--- src/rtl/ring_arb_pkg.sv ---
// Shared definitions for the ring arbiter: FSM encoding, default sizes
// and the one-hot token rotation helper.
package ring_arb_pkg;

    localparam int N_DEF   = 16;
    localparam int IDW_DEF = 4;

    typedef enum logic [1:0] {
        S_IDLE  = 2'd0,
        S_GRANT = 2'd1,
        S_TURN  = 2'd2
    } state_t;

    // Rotate the low n bits of v left by one (bit n-1 wraps to bit 0).
    // Works on a wide container so callers of any width up to 64 can share it.
    function automatic logic [63:0] rotl1(input logic [63:0] v, input int n);
        logic [63:0] mask;
        mask = (64'd1 << n) - 64'd1;
        return ((v << 1) | (v >> (n - 1))) & mask;
    endfunction

endpackage

--- src/rtl/ring_arbiter_onehot_encoder.sv ---
// One-hot to binary encoder. Each output bit is the OR of every one-hot
// input whose index has that bit set; an all-zero input encodes to 0.
module onehot_encoder #(
    parameter int N   = 16,
    parameter int IDW = 4
) (
    input  logic [N-1:0]   oh,
    output logic [IDW-1:0] id
);

    // OR tree per output bit.
    always_comb begin
        id = '0;
        for (int b = 0; b < IDW; b++) begin
            for (int i = 0; i < N; i++) begin
                if (((i >> b) & 1) == 1) begin
                    id[b] = id[b] | oh[i];
                end
            end
        end
    end

endmodule

--- src/rtl/ring_arbiter.sv ---
// Round-robin arbiter for N requesters with a rotating one-hot token,
// a per-grant hold budget with forced preemption, and a dead TURN cycle
// between successive owners.
//
// Handshake: a requester raises REQ[i] and keeps it high for as long as it
// wants the resource; GNT[i] high means it owns the resource this cycle.
// The owner ends its tenure by dropping REQ[i]; the grant then falls at the
// next edge. A grant can also be withdrawn by preemption (PREEMPT pulses the
// following cycle), in which case the requester must keep REQ[i] high to be
// considered again at a later IDLE evaluation.
module ring_arbiter
    import ring_arb_pkg::*;
#(
    parameter int N        = N_DEF,
    parameter int IDW      = IDW_DEF,
    parameter int MAX_HOLD = 8
) (
    input  logic           CLK,
    input  logic           RST_N,
    input  logic [N-1:0]   REQ,
    output logic [N-1:0]   GNT,
    output logic           GNT_VLD,
    output logic [IDW-1:0] GNT_ID,
    output logic [N-1:0]   TOKEN,
    output logic           PREEMPT,
    output state_t         STATE
);

    // Counter is wide enough to hold MAX_HOLD itself (its saturation value).
    localparam int CW = (MAX_HOLD < 1) ? 1 : $clog2(MAX_HOLD + 1);
    localparam logic [CW-1:0] HOLD_LAST = CW'((MAX_HOLD == 0) ? 0 : MAX_HOLD - 1);
    localparam logic [CW-1:0] HOLD_SAT  = CW'(MAX_HOLD);

    state_t          state_q, state_d;
    logic [N-1:0]    gnt_q, gnt_d;
    logic [N-1:0]    token_q, token_d;
    logic [CW-1:0]   cnt_q, cnt_d;
    logic            pre_q, pre_d;
    logic            vld_q;
    logic [IDW-1:0]  id_q, id_d;

    logic [N-1:0]    masked;
    logic [N-1:0]    hi_pick;
    logic [N-1:0]    lo_pick;
    logic [N-1:0]    winner;
    logic            owner_req;
    logic            others_req;

    // Circular priority search: lowest set request at or above the token,
    // otherwise wrap to the lowest set request overall.
    always_comb begin
        masked  = REQ & ~(token_q - N'(1));
        hi_pick = masked & (~masked + N'(1));
        lo_pick = REQ & (~REQ + N'(1));
        winner  = (|masked) ? hi_pick : lo_pick;
    end

    // Next-state, grant, token, hold counter and preempt pulse.
    always_comb begin
        state_d    = state_q;
        gnt_d      = gnt_q;
        token_d    = token_q;
        cnt_d      = cnt_q;
        pre_d      = 1'b0;
        owner_req  = |(REQ & gnt_q);
        others_req = |(REQ & ~gnt_q);
        case (state_q)
            S_IDLE: begin
                if (|REQ) begin
                    gnt_d   = winner;
                    cnt_d   = '0;
                    state_d = S_GRANT;
                end
            end
            S_GRANT: begin
                if (!owner_req) begin
                    // Normal release wins even if the budget also expires here.
                    gnt_d   = '0;
                    token_d = N'(rotl1(64'(gnt_q), N));
                    state_d = S_TURN;
                end else if ((MAX_HOLD != 0) && (cnt_q == HOLD_LAST) && others_req) begin
                    gnt_d   = '0;
                    token_d = N'(rotl1(64'(gnt_q), N));
                    pre_d   = 1'b1;
                    state_d = S_TURN;
                end else if (cnt_q != HOLD_SAT) begin
                    cnt_d = cnt_q + CW'(1);
                end
            end
            S_TURN: begin
                state_d = S_IDLE;
            end
            default: begin
                gnt_d   = '0;
                state_d = S_IDLE;
            end
        endcase
    end

    // The encoded id is taken from the next grant so it registers alongside GNT.
    onehot_encoder #(
        .N   (N),
        .IDW (IDW)
    ) u_enc (
        .oh (gnt_d),
        .id (id_d)
    );

    // State and output registers with synchronous active-low reset.
    always_ff @(posedge CLK) begin
        if (!RST_N) begin
            state_q <= S_IDLE;
            gnt_q   <= '0;
            token_q <= N'(1);
            cnt_q   <= '0;
            pre_q   <= 1'b0;
            vld_q   <= 1'b0;
            id_q    <= '0;
        end else begin
            state_q <= state_d;
            gnt_q   <= gnt_d;
            token_q <= token_d;
            cnt_q   <= cnt_d;
            pre_q   <= pre_d;
            vld_q   <= |gnt_d;
            id_q    <= id_d;
        end
    end

    assign GNT     = gnt_q;
    assign GNT_VLD = vld_q;
    assign GNT_ID  = id_q;
    assign TOKEN   = token_q;
    assign PREEMPT = pre_q;
    assign STATE   = state_q;

endmodule

--- config.mk ---
export PLATFORM = sky130hd
export DESIGN_NAME = ring_arbiter
export DESIGN_NICKNAME = d
export VERILOG_FILES = /design/src/rtl/ring_arb_pkg.sv /design/src/rtl/ring_arbiter_onehot_encoder.sv /design/src/rtl/ring_arbiter.sv
export SDC_FILE = /design/constraint.sdc
export NUM_CORES = 1
export LEC_CHECK = 0
export ABC_AREA = 1
export CAP_MARGIN = 15
export CORE_AREA = 2 2 73 103
export CTS_CLUSTER_DIAMETER = 60
export CTS_CLUSTER_SIZE = 12
export DETAILED_ROUTE_END_ITERATION = 8
export DIE_AREA = 0 0 75 105
export PLACE_DENSITY = 0.75
export SYNTH_ARGS = -nofsm -noshare
export SYNTH_HDL_FRONTEND = slang
export SYNTH_SLANG_ARGS = --single-unit
--- constraint.sdc ---
create_clock -name CLK -period 2.3 [get_ports CLK]
set_clock_uncertainty 0.05 [all_clocks]
set_input_delay 0.575 -clock CLK [delete_from_list [all_inputs] [get_ports CLK]]
set_output_delay 0.575 -clock CLK [all_outputs]
set_load 0.05 [all_outputs]
==> results.txt <==
vias per inst -> 5.59
first-pass GRT wire length -> 21800 um
Synth Cell Area -> 3270 um2
Initial Utilization -> 0.474
vias in the first global route -> 4497
Worst-path clk slew -> 0.10 ns
final worst slack -> -0.277 ns
Worst Reg2Reg Path Length in Cells -> 21
clk sinks -> 44
post-DR wirelength/cell -> 18.0 um
Yosys reg bits -> 44
WP data arrival -> 2.74 ns
Syn-to-layout area delta -> 72.5%
GP Congestion -> 0.927
internal power -> 1800 uW
final hold violation count -> 0
CP Max Fanout -> 5
final setup fails -> 19
Net Count, Synth -> 553
GR Overflow Total -> 0
Detailed Route Iter0 Violations -> 402
RSZ-0062 raised after global routing -> yes
Site Rows -> 36
required time of the worst setup path -> 2.46 ns
Critical Path Start Type -> register
most common cell after layout, fill and taps aside -> buf_4
Worst Setup SP -> TOKEN[0]
Finished Core Util -> 0.818
CTS root buf -> clkbuf_8
YS warnings -> 0
Pwr Density -> 583 nW/um2
nets@finish -> 757
Total Routing Usage GR -> 0.361
Leak Pwr -> 0.00283 uW
most frequent cells in the layout -> buf_4, nand2_1, nor2_1, inv_1
Die Wd -> 75 um
Psw -> 1480 uW
number of port buffers -> 57
VDD IR max -> 0.432 mV
clock network power share -> 0.161
via count -> 4651
area taken by multi-input logic gates -> 2430 um2
H-Tree Depth -> 2
Worst Tran Pin Value -> 0.516 ns
final worst-path cycle share -> 1.12
hold_sp -> TOKEN[15]
Flop pwr share -> 0.283
Reg-to-Reg Start -> TOKEN[0]
asr flop ratio synth -> 0
worst hold path depth -> 2
syn_area_per_cell -> 6.14 um2
Fill cells -> 454
hold buffer count at cts -> 0
CTS Buffer Depth -> 2
Mapped Cells -> 532
largest net degree at the start of global routing -> 20
status -> complete, but fails checks
critical path class -> reg2reg
worst rel slew slack -> 0.655
Slew Limit Fails -> 0
violated checks -> negative setup slack
tightest hold margin -> 0.451 ns
Post-route DRC -> 0
max-cap viol count -> 0
TritonCTS clock tree -> yes
CP endpoint kind -> register
core area -> 6890 um2
Ant. Diodes -> 0
Reg area -> 898 um2
Hold/Removal Path Class -> reg2reg
Sw Share -> 0.451
share of layout cells above drive strength 1 -> 0.419
worst-skew pair later-pin latency -> 0.32 ns
hpwl dp -> 9580 um
initial antenna violation count -> 0
Tmin final -> 2.58 ns
Most used DFF post-synth -> dfxtp_1
final wirelength -> 15000 um
Die Y -> 105 um
sequential fraction of the synthesis area -> 0.270
I/O pin count -> 58
die area -> 7880 um2
Post-synth EDFFs -> 0
Pre-antenna DRT Iters -> 5
Comb pwr share -> 0.557
synth unique cells -> 40
fmax -> 388 MHz
DRT antenna net count -> 0
cts bufs inserted -> 5
through the flow:
| stage | setup TNS, ns | instances | setup slack, ns | total power (uW) | cell area, um2 |
|---|---|---|---|---|---|
| 2_1_floorplan | -0.0277 | 532 | -0.0209 | 1790 | 3310 |
| 3_3_place_gp | -18.13 | 782 | -0.634 | 2390 | 4770 |
| 3_5_place_dp | -19.77 | 782 | -0.698 | 2420 | 4770 |
| 4_1_cts | -0.0713 | 818 | -0.0383 | 3120 | 5370 |
| 5_1_grt | -3.92 | 832 | -0.348 | 3430 | 5630 |
| 6_report | -2.49 | 832 | -0.277 | 3280 | 5630 |
power by group through the flow:
stage	Clock (uW)	Combinational (uW)	Sequential, uW
CTS	529	1670	922
floorplan	0	631	1160
global route	560	1930	937
global placement	0	1460	927
detailed placement	0	1490	929
finish	528	1830	928
critical path, stage by stage (launching register included):
cell and delay [ns]:
dfxtp_4 0.38, inv_4 0.05, ha_4 0.24, nand2_2 0.06, nand2_2 0.07, inv_2 0.06
nand2_2 0.06, inv_2 0.07, nand2_2 0.06, nor2_4 0.13, nand2_2 0.08, nor2_4 0.18
and2_4 0.22, buf_6 0.12, nand3_2 0.06, nand3_2 0.10, nand2_2 0.06, inv_2 0.06
nand2_2 0.06, buf_4 0.15, nor2_1 0.07, a21oi_1 0.07
area by class of cell:
class | instances | area share
multi-input cells | 400 | 0.431
repair inverters | 1 | 0.00111
inverters | 76 | 0.0544
repair buffers | 208 | 0.317
clock buffers | 6 | 0.0129
clock inverters | 2 | 0.00266
flip-flops and latches | 44 | 0.159
well taps | 95 | 0.0211
synthesized netlist by cell type, types with 3 or more instances:
cell | count | share of area
nand2_1 | 116 | 0.13
nor2_1 | 84 | 0.097
inv_1 | 69 | 0.079
nand3_1 | 49 | 0.075
dfxtp_1 | 44 | 0.27
o21ai_0 | 37 | 0.057
a21oi_1 | 31 | 0.048
nand4_1 | 13 | 0.025
nor2_2 | 8 | 0.015
nand2_2 | 7 | 0.013
clkbuf_1 | 6 | 0.0069
inv_2 | 6 | 0.0069
nand3_2 | 6 | 0.018
o21ai_1 | 5 | 0.0077
o22ai_1 | 5 | 0.0096
a21oi_2 | 4 | 0.011
nor2_4 | 4 | 0.014
nor2_8 | 4 | 0.025
buf_6 | 3 | 0.010
ha_1 | 3 | 0.011
nand2_4 | 3 | 0.010
state kept, by name, indices dropped and copies added (netlist names):
register	count
GNT	16
TOKEN	16
GNT_ID	4
cnt_q	4
STATE	2
GNT_VLD	1
PREEMPT	1
kinds of logic after synthesis:
family / share of synthesized area
adders and majority gates: 0.0115
DFF: 0.270
AOI/OAI and AO/OA: 0.154
buffers and inverters: 0.110
and+or+nand+nor: 0.450
xor gates and xnor gates: 0.00536
per-layer routing:
metal / vias to the layer above / GRT usage / part of all wire
met5: - / 0 / 0
met4: 0 / 0.207 / 0.075
met3: 108 / 0.0627 / 0.078
met2: 283 / 0.610 / 0.49
li1: 2139 / - / -
met1: 2121 / 0.409 / 0.36
path summary, 6_finish.rpt:
check         endpoint  slack, ns
min reg2reg  TOKEN[15]       0.45
min          TOKEN[15]       0.45
max          GNT_ID[2]      -0.28
max reg2reg  GNT_ID[2]      -0.28
what timing repair did:
action | 4_1_cts | 5_1_grt
cloned | 1 | 2
pin swaps | 38 | 34
setup endpoints to repair | 36 | 40
buffers inserted | 27 | 16
resized for setup | 119 | 40
endpoints found under the hold margin | 0 | 0
No activity file was read; power rests on OpenSTA's default activity.
